$ cat src/rtl/uart_frame_rx.sv
// Frame parser behind a UART receive FIFO: SYNC, LEN, LEN payload bytes, optional CSUM.
// Define FRAME_CHECKSUM_EN to compile in the checksum byte and its check (err_code 2).
module uart_frame_rx #(
  parameter logic [7:0]  SYNC_BYTE      = 8'hAA,
  parameter int unsigned MAX_LEN        = 16,
  parameter int unsigned TIMEOUT_CYCLES = 100000
) (
  input  logic       clk,
  input  logic       reset,
  input  logic       rx_empty,
  input  logic [7:0] r_data,
  output logic       rd,
  output logic [7:0] pay_data,
  output logic       pay_valid,
  output logic [7:0] pay_idx,
  output logic       frame_done,
  output logic       frame_err,
  output logic [1:0] err_code,
  output logic       busy
);

  localparam int unsigned TW = $clog2(TIMEOUT_CYCLES + 1);

`ifdef FRAME_CHECKSUM_EN
  typedef enum logic [1:0] {HUNT = 2'd0, LEN = 2'd1, PAYLOAD = 2'd2, CSUM = 2'd3} state_e;
`else
  typedef enum logic [1:0] {HUNT = 2'd0, LEN = 2'd1, PAYLOAD = 2'd2} state_e;
`endif

  state_e          state_q, state_d;
  logic            rd_q, rd_d;
  logic            pay_valid_q, pay_valid_d;
  logic            frame_done_q, frame_done_d;
  logic            frame_err_q, frame_err_d;
  logic            busy_q, busy_d;
  logic [7:0]      pay_data_q, pay_data_d;
  logic [7:0]      pay_idx_q, pay_idx_d;
  logic [7:0]      len_q, len_d;
  logic [1:0]      err_code_q, err_code_d;
  logic [TW-1:0]   tmo_q, tmo_d;
`ifdef FRAME_CHECKSUM_EN
  logic [7:0]      sum_q, sum_d;
`endif

  // A byte is captured on the edge that closes each one-cycle rd pulse.
  always_comb begin
    state_d      = state_q;
    rd_d         = ~rx_empty & ~rd_q;
    pay_valid_d  = 1'b0;
    frame_done_d = 1'b0;
    frame_err_d  = 1'b0;
    pay_data_d   = pay_data_q;
    pay_idx_d    = pay_valid_q ? pay_idx_q + 8'd1 : pay_idx_q;
    len_d        = len_q;
    err_code_d   = err_code_q;
    tmo_d        = tmo_q + TW'(1);
`ifdef FRAME_CHECKSUM_EN
    sum_d        = sum_q;
`endif

    if (rd_q) begin
      tmo_d = '0;
      case (state_q)
        HUNT: begin
          if (r_data == SYNC_BYTE) state_d = LEN;
        end
        LEN: begin
          len_d = r_data;
          if (r_data == 8'd0 || 32'(r_data) > MAX_LEN) begin
            frame_err_d = 1'b1;
            err_code_d  = 2'd1;
            state_d     = HUNT;
          end else begin
            pay_idx_d = 8'd0;
            state_d   = PAYLOAD;
`ifdef FRAME_CHECKSUM_EN
            sum_d     = r_data;
`endif
          end
        end
        PAYLOAD: begin
          pay_valid_d = 1'b1;
          pay_data_d  = r_data;
`ifdef FRAME_CHECKSUM_EN
          sum_d       = sum_q + r_data;
          if (pay_idx_q + 8'd1 == len_q) state_d = CSUM;
`else
          if (pay_idx_q + 8'd1 == len_q) begin
            frame_done_d = 1'b1;
            state_d      = HUNT;
          end
`endif
        end
`ifdef FRAME_CHECKSUM_EN
        CSUM: begin
          sum_d = sum_q + r_data;
          if (sum_q + r_data == 8'd0) begin
            frame_done_d = 1'b1;
          end else begin
            frame_err_d = 1'b1;
            err_code_d  = 2'd2;
          end
          state_d = HUNT;
        end
`endif
        default: state_d = HUNT;
      endcase
    end else if (state_q != HUNT && tmo_q == TW'(TIMEOUT_CYCLES - 1)) begin
      frame_err_d = 1'b1;
      err_code_d  = 2'd3;
      state_d     = HUNT;
    end

    if (state_d == HUNT) tmo_d = '0;
    busy_d = (state_d != HUNT);
  end

  always_ff @(posedge clk) begin
    if (reset) begin
      state_q      <= HUNT;
      rd_q         <= 1'b0;
      pay_valid_q  <= 1'b0;
      frame_done_q <= 1'b0;
      frame_err_q  <= 1'b0;
      busy_q       <= 1'b0;
      pay_data_q   <= 8'd0;
      pay_idx_q    <= 8'd0;
      len_q        <= 8'd0;
      err_code_q   <= 2'd0;
      tmo_q        <= '0;
`ifdef FRAME_CHECKSUM_EN
      sum_q        <= 8'd0;
`endif
    end else begin
      state_q      <= state_d;
      rd_q         <= rd_d;
      pay_valid_q  <= pay_valid_d;
      frame_done_q <= frame_done_d;
      frame_err_q  <= frame_err_d;
      busy_q       <= busy_d;
      pay_data_q   <= pay_data_d;
      pay_idx_q    <= pay_idx_d;
      len_q        <= len_d;
      err_code_q   <= err_code_d;
      tmo_q        <= tmo_d;
`ifdef FRAME_CHECKSUM_EN
      sum_q        <= sum_d;
`endif
    end
  end

  assign rd         = rd_q;
  assign pay_data   = pay_data_q;
  assign pay_valid  = pay_valid_q;
  assign pay_idx    = pay_idx_q;
  assign frame_done = frame_done_q;
  assign frame_err  = frame_err_q;
  assign err_code   = err_code_q;
  assign busy       = busy_q;

endmodule

$ cat config.mk
export PLATFORM = sky130hd
export DESIGN_NAME = uart_frame_rx
export DESIGN_NICKNAME = d
export VERILOG_FILES = /design/src/rtl/uart_frame_rx.sv
export SDC_FILE = /design/constraint.sdc
export NUM_CORES = 1
export LEC_CHECK = 0
export ABC_AREA = 1
export BUFFER_PORTS_ARGS = -buffer_cell sky130_fd_sc_hd__buf_4
export CORE_ASPECT_RATIO = 1.4
export CORE_UTILIZATION = 35
export DETAILED_ROUTE_END_ITERATION = 10
export GPL_TIMING_DRIVEN = 0
export PLACE_DENSITY = 0.52
export SYNTH_ARGS = -nofsm -noshare
export SYNTH_HDL_FRONTEND = slang
export SYNTH_SLANG_ARGS = --single-unit
$ cat constraint.sdc
create_clock -name clk -period 3.05 [get_ports clk]
set_clock_uncertainty 0.2 [all_clocks]
set_input_delay 0.4575 -clock clk [delete_from_list [all_inputs] [get_ports clk]]
set_output_delay 0.4575 -clock clk [all_outputs]
set_load 0.01 [all_outputs]
After elaboration in Yosys (flattened, before gate mapping)
Index checks and enable logic that the tools add are counted.
{"block": "classes", "n_eq_ne": 7, "bitwise": 4, "n_reduce_logical": 14, "n_addsub": 2, "muxes": 20, "magnitude_cmp": 1}
{"cell": "8-bit two-way mux", "count": 4}
{"cell": "2-bit two-way mux", "count": 9}
{"cell": "17-bit by 1-bit adder with 17-bit output, second input constant", "count": 1}
{"cell": "17-bit equality test, second input constant", "count": 1}
{"cell": "8-bit by 1-bit adder with 8-bit output, second input constant", "count": 1}
{"cell": "8-bit equality test", "count": 1}
{"cell": "8-bit equality test, second input constant", "count": 1}
{"cell": "8-bit by 5-bit > comparator with 1-bit output, second input constant", "count": 1}
{"cell": "8-bit zero test", "count": 1}
{"cell": "1-bit two-way mux", "count": 6}
{"cell": "2-bit case mux with 3 select lines", "count": 1}
{"cell": "2-bit nonzero test", "count": 3}
{"cell": "3-bit OR reduction", "count": 2}
{"cell": "2-bit zero test", "count": 2}
{"cell": "2-bit by 1-bit != test with 1-bit output, second input constant", "count": 2}
{"cell": "2-bit AND reduction", "count": 2}
{"cell": "1-bit NOT", "count": 3}
{"cell": "3-bit AND reduction", "count": 1}
{"cell": "2-bit by 1-bit equality test with 1-bit output, second input constant", "count": 1}
{"cell": "2-bit equality test, second input constant", "count": 1}
{"cell": "2-bit OR reduction", "count": 1}
{"cell": "1-bit bitwise AND", "count": 1}
{"cell": "1-bit logical AND", "count": 1}
{"cell": "1-bit logical OR", "count": 1}
{"block": "totals", "input_bits": 11, "output_inout_bits": 23, "register_bits": 50}

Depth between registers and ports, before layout
Gate-level depths: netlist of the first run.
{"block": "logic_depth", "ltp_word": 7, "depth_mapped": 11, "ltp_nobuf": 11}

Worst setup path after synthesis of the first run
OpenSTA, ideal clock, no wires.
{"block": "synth_timing", "path_kind": "register to register", "start": "reg pay_idx_q[0], in the netlist pay_idx[0]", "end": "reg busy_q, in the netlist busy", "t_arrival_ps": 1418, "path_slack_ps": 1305, "stages_incl_launch_ff": 11, "required_ps": 2722, "setup_time_ps": 128, "period_less_slack_ps": 1745, "cell_sequence": "dfxtp_1 ha_1 nand2_1 nor3_1 nand2_1 nand3b_1 nand2_1 nor2_1 nand3_1 nand2_1 nand3_1"}
{"block": "synth_via", "elab_chain_cells": 6}
{"item": "start, declared", "line": "37", "source": "logic [7:0] pay_idx_q, pay_idx_d;"}
{"item": "start signal, assigned", "line": "142", "source": "pay_idx_q <= pay_idx_d;"}
{"item": "8-bit by 1-bit adder with 8-bit output", "line": "88", "source": "if (pay_idx_q + 8'd1 == len_q) begin"}
{"item": "8-bit equality test", "line": "88"}
{"item": "2-bit two-way mux", "line": "88"}
{"item": "2-bit case mux with 3 select lines", "line": "63", "source": "case (state_q)"}
{"item": "2-bit two-way mux", "line": "61", "source": "if (rd_q) begin"}
{"item": "2-bit nonzero test", "line": "115", "source": "busy_d = (state_d != HUNT);"}
{"item": "end signal, assigned", "line": "140", "source": "busy_q <= busy_d;"}
{"item": "end, declared", "line": "35", "source": "logic busy_q, busy_d;"}
Every way passes these cells.
A chain may end at the register's enable or synchronous reset.

Worst setup path in the final report of the first run
Same ends and word-level chain as after synthesis.

==> impl_metrics.csv, run 1 <==
group,metric,value,unit
placed_design,io_buffer_count,32,
clock_network,tritoncts,"yes",
power,pwr-share-seq,0.563,
floorplan,initial_core_util,0.3657,
yosys,seq_area_frac_synth,0.4348,
worst_setup_path,cp.required,3.03,ns
power,p_sw_frac,0.2169,
worst_setup_path,crit_buf_inv,0,
yosys,syn_area_per_cell,7.217,um2
timing,timing.hold.ws,0.09182,ns
routing,routed_wl,5038,um
final_layout,layout_commonest_cell,"nand2_1",
yosys,yosysWarnings,0,
final_layout,seq_area,1001,um2
floorplan,die_area,6911,um2
timing,tightest_slew,0.5120,ns
power,p_leak,1.072,nW
clock_network,cts_buffer_depth,2,
flow_run,cap_violations,0,
placed_design,postPlaceCellArea,2633,um2
clock_network,cts_resized,0,
clock_network,postCtsHoldBufs,0,
final_layout,design_area,2746,um2
clock_network,post_cts_buffers,0,
routing,wl_per_cell,11.69,um
routing,route.detailed.drc,2,
clock_network,htree_levels,2,
final_layout,layout.nets,371,
placed_design,dp_hpwl,3973,um
global_routing,grt_pass1_vias,2051,
final_layout,multi_input_area,1064,um2
final_layout,fin_cells,431,
global_routing,grt_usage,0.1576,
timing,report.final.slew_viol_count,0,
routing,drt.antenna.violating_nets,0,
clock_network,clk_pin_slew,0.10,ns
routing,drtIter0Drc,38,
power,finalPower,1.163,mW
placed_design,dpl.cell_count,423,
power,combPwrFrac,0.030,
clock_network,ctsRootBufferMaster,"clkbuf_8",
yosys,synth_area,2302,um2
final_layout,mostFrequentLayoutCells,"nand2_1, inv_1, dfxtp_1",
timing,fin_ws,1.013,ns
placed_design,place_ws,1.024,ns
status,status,"complete, but fails checks",
global_routing,grt_pass1_wl,8756,um
worst_hold_path,worstHoldPathType,"in -> reg",
timing,hold_viol,0,
final_layout,synthToLayoutAreaGrowth,19.29,%
routing,viasPerCell,4.752,
worst_setup_path,critPathKind,"reg -> reg",
power,p_clk_frac,0.407,
routing,drtPass1Iterations,7,
floorplan,chipHeight,97.96,um
power,pwr_density_cell,423.4,nW/um2
global_routing,grt.overflow.total,0,
timing,min_period_over_period,0.6680,
worst_setup_path,path_cells,"ha_1 -> nand2_1 -> nor3_1 -> nand2_1 -> nand3b_1 -> nand2_1 -> nor2_1 -> nand3_1 -> nand2_1 -> nand3_1",
worst_setup_path,critPathTopFamily,"simple AND/OR/NAND/NOR gates",
yosys,ys_types,26,
timing,finalCriticalPeriod,2.037,ns
timing,max_freq,0.4908,GHz
status,violations,"design-rule violations",
worst_setup_path,critPathLaunchType,"register",
timing,setup_viol,0,
final_layout,fin_util,0.4362,
yosys,synth_seq_cells,50,
worst_setup_path,slowest_stage,"dfxtp_1",
floorplan,row_count,34,
placed_design,gp_congestion,0.7731,
global_routing,antenna_found_initial,0,
worst_setup_path,worstPathArrival,2.02,ns
final_layout,fillers,698,
floorplan,io_pins,34,
global_routing,grt_max_degree,17,
power,intPower,0.9106,mW
power,switchingPower,0.2523,mW
timing,setup_tns,0,ns
floorplan,core,6296,um2
worst_setup_path,cp_common_cell,"nand2_1",
clock_network,numClockSinks,50,
worst_setup_path,worstSetupEndpointType,"register",
power,ir_worst_vdd,237.2,uV
final_layout,antennaDiodeCount,0,
worst_setup_path,path_max_fanout,6,
timing,rsz0062_at_grt,"no",
floorplan,die-width,70.55,um
final_layout,drive_gt1_frac,0.1504,
timing,max-slew-margin-rel,0.6561,
clock_network,cts_buffers,5,
yosys,syn_nets,332,
clock_network,clk_latency,0.31,ns
yosys,postSynthCellCount,319,
worst_setup_path,max_stage_delay,0.46,ns
routing,routed-via-count,2048,
## metal layers
metal  GRT usage  vias up  part of all wire
li1            -     1079                 -
met5           0        -                 0
met3     0.03509        8             0.033
met2      0.3099       31              0.55
met4     0.05385        0             0.017
met1      0.1599      930              0.40
## power by group through the flow
stage | registers [mW] | clock network [mW] | logic (mW)
after global placement | 0.670 | 0 | 0.0355
after global routing | 0.655 | 0.513 | 0.0383
final | 0.654 | 0.473 | 0.0352
after floorplan | 0.670 | 0 | 0.0150
after CTS | 0.654 | 0.488 | 0.0355
after detailed placement | 0.670 | 0 | 0.0354
## worst reg2reg max path: stages (launching register included)
cell and delay [ns]:
dfxtp_1 0.46, ha_1 0.26, nand2_1 0.09, nor3_1 0.26
nand2_1 0.11, nand3b_1 0.10, nand2_1 0.05, nor2_1 0.10
nand3_1 0.10, nand2_1 0.11, nand3_1 0.08
## sequential cells by signal, indices dropped and copies added, names as in the netlist
| signal | flops |
|---|---|
| tmo_q | 17 |
| len_q | 8 |
| pay_data | 8 |
| pay_idx | 8 |
| err_code | 2 |
| state_q | 2 |
| busy | 1 |
| frame_done | 1 |
| frame_err | 1 |
| pay_valid | 1 |
| rd | 1 |
## cell type report
cell class	instances	share of cell area
clock buffers	5	0.02506
well taps	72	0.03280
clock inverters	3	0.01640
inverters	54	0.07380
plain buffers	7	0.01276
multi-input cells	208	0.3872
repair buffers	32	0.08747
flip-flops and latches	50	0.3645
## kinds of logic (layout without fill, tap and decap cells)
group / after synthesis / count (layout) / share of synthesized area
fa+ha+maj: 2 / 2 / 0.01087
compound gates: 46 / 46 / 0.1152
buf+inv: 61 / 101 / 0.1033
flops: 50 / 50 / 0.4348
xor+xnor: 18 / 18 / 0.06848
simple gates: 142 / 142 / 0.2674
## cell usage after synthesis
cell       n  area, um2
o21ai_2    1      8.760
clkbuf_1   5      18.77
nand4_1    6      37.54
inv_2      3      11.26
inv_1     50      187.7
nor2_4     1      11.26
ha_1       2      25.02
o211ai_4   1      21.27
nand2_1   52      195.2
buf_6      1      11.26
nand2_2    2      12.51
nor2_2     3      18.77
xor2_1    15      131.4
clkinv_1   1      3.750
a21oi_1   21      105.1
a211oi_1   6      45.04
nand3_1   22      110.1
nand3b_1   1      7.510
or2_2      1      6.260
o21ai_0   17      85.08
nor3b_1    1      7.510
xnor2_1    3      26.28
clkbuf_2   1      5.000
dfxtp_1   50       1001
nor3_1     8      40.04
nor2_1    45      168.9
## path summary, 6_finish.rpt
kind | start | endpoint | slack [ns] | cells after the start
max | pay_idx[0]$_SDFF_PP0_ | busy$_SDFF_PP0_ | 1.01 | 10
min | rx_empty | rd$_SDFF_PP0_ | 0.09 | 2
max reg2reg | pay_idx[0]$_SDFF_PP0_ | busy$_SDFF_PP0_ | 1.01 | 10
min reg2reg | pay_data[6]$_SDFFE_PP0P_ | pay_data[6]$_SDFFE_PP0P_ | 0.25 | 2
No activity file was read; power rests on OpenSTA's default activity.
==> inputs of run 2 (changes only) <==
--- a/config.mk
+++ b/config.mk
@@ -5,7 +5,7 @@
 export SDC_FILE = /design/constraint.sdc
 export NUM_CORES = 1
 export LEC_CHECK = 0
-export ABC_AREA = 1
+export ABC_AREA = 0
 export BUFFER_PORTS_ARGS = -buffer_cell sky130_fd_sc_hd__buf_4
 export CORE_ASPECT_RATIO = 1.4
 export CORE_UTILIZATION = 35
==> constraint.sdc (replaced) <==
create_clock -name clk -period 2.1 [get_ports clk]
set_clock_uncertainty 0.2 [all_clocks]
set_input_delay 0.315 -clock clk [delete_from_list [all_inputs] [get_ports clk]]
set_output_delay 0.315 -clock clk [all_outputs]
set_load 0.01 [all_outputs]
==> impl_metrics.csv, run 2 <==
group,metric,value,unit
status,status,"finished clean",
routing,routed_wl,5287,um
yosys,synth_top_area_cell,"dfxtp_1",
final_layout,multi_input_area,1300,um2
worst_setup_path,r2r_slack,0.03,ns
routing,drtIter0Drc,52,
final_layout,largest_reg_flops,17,
global_routing,grt.overflow.total,0,
timing,timing.hold.ws,0.02996,ns
clock_network,cts_buffers,5,
floorplan,chipHeight,97.65,um
worst_setup_path,path_cells,"nor2_4 -> or4_4 -> o31a_1 -> o311ai_4 -> buf_6 -> buf_6 -> nor2_1",
worst_setup_path,cp.required,2.10,ns
final_layout,design_area,2972,um2
clock_network,clk_pin_slew,0.09,ns
floorplan,core,6254,um2
worst_setup_path,max_stage_delay,0.48,ns
yosys,ys.flop_type,"dfxtp_1",
yosys,synth_area_leaders,"dfxtp_1, nor2_1, xnor2_1, mux2i_1, xor2_1",
timing,setup_tns,0,ns
yosys,synth_async_sr_flop_share,0,
power,pwr_density_cell,550.9,nW/um2
placed_design,gp_congestion,0.7863,
clock_network,tritoncts,"yes",
final_layout,seq_area,1023,um2
power,ir_worst_vdd,275.7,uV
flow_run,cap_violations,0,
floorplan,die_area,6867,um2
power,p_leak,1.218,nW
worst_setup_path,slowest_stage,"or4_4",
global_routing,antenna_found_initial,0,
yosys,ys_types,41,
placed_design,io_buffer_count,33,
yosys,synth_edf_count,0,
clock_network,clk_latency,0.30,ns
timing,max_freq,0.4842,GHz
worst_hold_path,hp-start,"reset",
timing,tightest_slew,0.7622,ns
final_layout,top_register,"tmo_q",
worst_setup_path,critPathKind,"reg -> reg",
routing,routed-via-count,1902,
worst_setup_path,worstPathArrival,2.06,ns
yosys,seq_area_frac_synth,0.4376,
floorplan,initial_core_util,0.3657,
placed_design,dpl.cell_count,356,
final_layout,drive_gt1_frac,0.2918,
final_layout,fin_cells,377,
power,finalPower,1.637,mW
final_layout,synthToLayoutAreaGrowth,29.92,%
yosys,synth_most_common_cell,"nor2_1",
floorplan,io_pins,34,
worst_setup_path,critPathLaunchType,"register",
routing,viasPerCell,5.045,
worst_setup_path,r2r.worst_path.cells,7,
yosys,synth_seq_cells,50,
final_layout,mostFrequentLayoutCells,"nor2_1, buf_4, dfxtp_1",
worst_setup_path,worstReg2RegEnd,"tmo_q[4]$_SDFF_PP0_",
worst_setup_path,cp_common_cell,"buf_6",
timing,setup_viol,0,
yosys,synth.top_cell.area_share,0.4376,
global_routing,grt_pass1_vias,1819,
placed_design,postPlaceCellArea,2630,um2
worst_setup_path,regToRegStartpoint,"state_q[1]$_SDFF_PP0_",
routing,route.detailed.drc,0,
timing,hold_viol,0,
floorplan,row_count,34,
worst_hold_path,hold_end,"frame_err$_SDFF_PP0_",
final_layout,antennaDiodeCount,0,
clock_network,ctsRootBufferMaster,"clkbuf_8",
routing,wl_per_cell,14.02,um
timing,max-slew-margin-rel,0.4919,
floorplan,die-width,70.32,um
worst_setup_path,worstSetupEndpointType,"register",
timing,finalCriticalPeriod,2.065,ns
final_layout,layout_commonest_cell,"nor2_1",
final_layout,layout.nets,317,
worst_hold_path,worstHoldPathType,"in -> reg",
timing,rsz0062_at_grt,"yes",
global_routing,grt_pass1_wl,8583,um
routing,drtPass1Iterations,4,
clock_network,htree_levels,2,
routing,drt.antenna.violating_nets,0,
worst_hold_path,min_delay_path_depth,2,
yosys,syn_nets,264,
yosys,postSynthCellCount,251,
worst_setup_path,startpoint,"state_q[1]$_SDFF_PP0_",
yosys,syn_area_per_cell,9.112,um2
placed_design,dp_hpwl,3847,um
yosys,yosysWarnings,0,
yosys,synth_area,2287,um2
timing,min_period_over_period,0.9834,
timing,report.final.slew_viol_count,0,
yosys,synth_commonest_cells,"nor2_1, dfxtp_1, xnor2_1",
clock_network,numClockSinks,50,
final_layout,fillers,637,
clock_network,cts_buffer_depth,2,
global_routing,grt_max_degree,15,
worst_setup_path,path_max_fanout,6,
global_routing,grt_usage,0.1572,
[run 2: layer usage]
metal / wire length, um / vias up / global-route usage / share of wire
met2: 2911 / 23 / 0.3040 / 0.55
met5: 0 / - / 0 / 0
met1: 2123 / 908 / 0.1597 / 0.40
li1: - / 964 / - / -
met3: 160 / 7 / 0.03112 / 0.030
met4: 91 / 0 / 0.06000 / 0.017
[run 2: power by group]
group | total [mW] | internal, mW | switching [mW]
sequential | 0.945 | 0.943 | 0.00250
combinational | 0.0498 | 0.0201 | 0.0297
clock | 0.642 | 0.333 | 0.309
[run 2: timing repair]
item,4_1_cts,5_1_grt
endpoints found under the setup margin,21,25
gates resized for setup,21,23
cloned,1,0
pin swaps,4,5
endpoints found under the hold margin,1,0
buffers inserted,7,6
hold buffers,1,0
[run 2: area by class of cell]
type | instances | share of cell area
buffer | 8 | 0.01600
clock buffer | 8 | 0.03705
inverter | 7 | 0.008842
multi-input combinational | 184 | 0.4375
sequential | 50 | 0.3444
tap | 72 | 0.03032
timing repair buffer | 48 | 0.1259
[run 2: kinds of logic (layout without fill, tap and decap cells)]
group	count (synthesis)	count (layout)	share of synthesized area
DFF	50	50	0.4376
adders and majority gates	2	2	0.01094
muxes	17	17	0.07440
buffers and inverters	17	71	0.03501
and+or+nand+nor	113	113	0.2440
xor gates and xnor gates	32	32	0.1225
AOI/OAI and AO/OA	20	20	0.07550
[run 2: worst max path at each step]
| stage | end | slack, ns | depth (start not counted) |
|---|---|---|---|
| finish | tmo_q[4]$_SDFF_PP0_ | 0.03 | 7 |
| CTS | tmo_q[14]$_SDFF_PP0_ | 0.003 | 7 |
| floorplan | tmo_q[16]$_SDFF_PP0_ | -0.007 | 6 |
| global placement | busy$_SDFF_PP0_ | -0.34 | 6 |
| global route | tmo_q[4]$_SDFF_PP0_ | -0.03 | 7 |
| detailed placement | busy$_SDFF_PP0_ | -0.33 | 6 |
[run 2: worst max-delay path: cells and delay by family (launching register included)]
| kind | cells | cell delay, ns |
|---|---|---|
| buffers and inverters | 2 | 0.30 |
| AND/OR/NAND/NOR | 3 | 0.57 |
| AO/OA/AOI/OAI | 2 | 0.51 |
| flip-flops | 1 | 0.38 |
[run 2: per-stage QoR]
stage / utilization / setup WS (ns)
after floorplan: - / -0.007092
after detailed placement: 0.4206 / -0.3268
after global routing: 0.4752 / -0.03308
after CTS: 0.4568 / 0.003304
final: 0.4752 / 0.03485
after global placement: 0.4206 / -0.3450
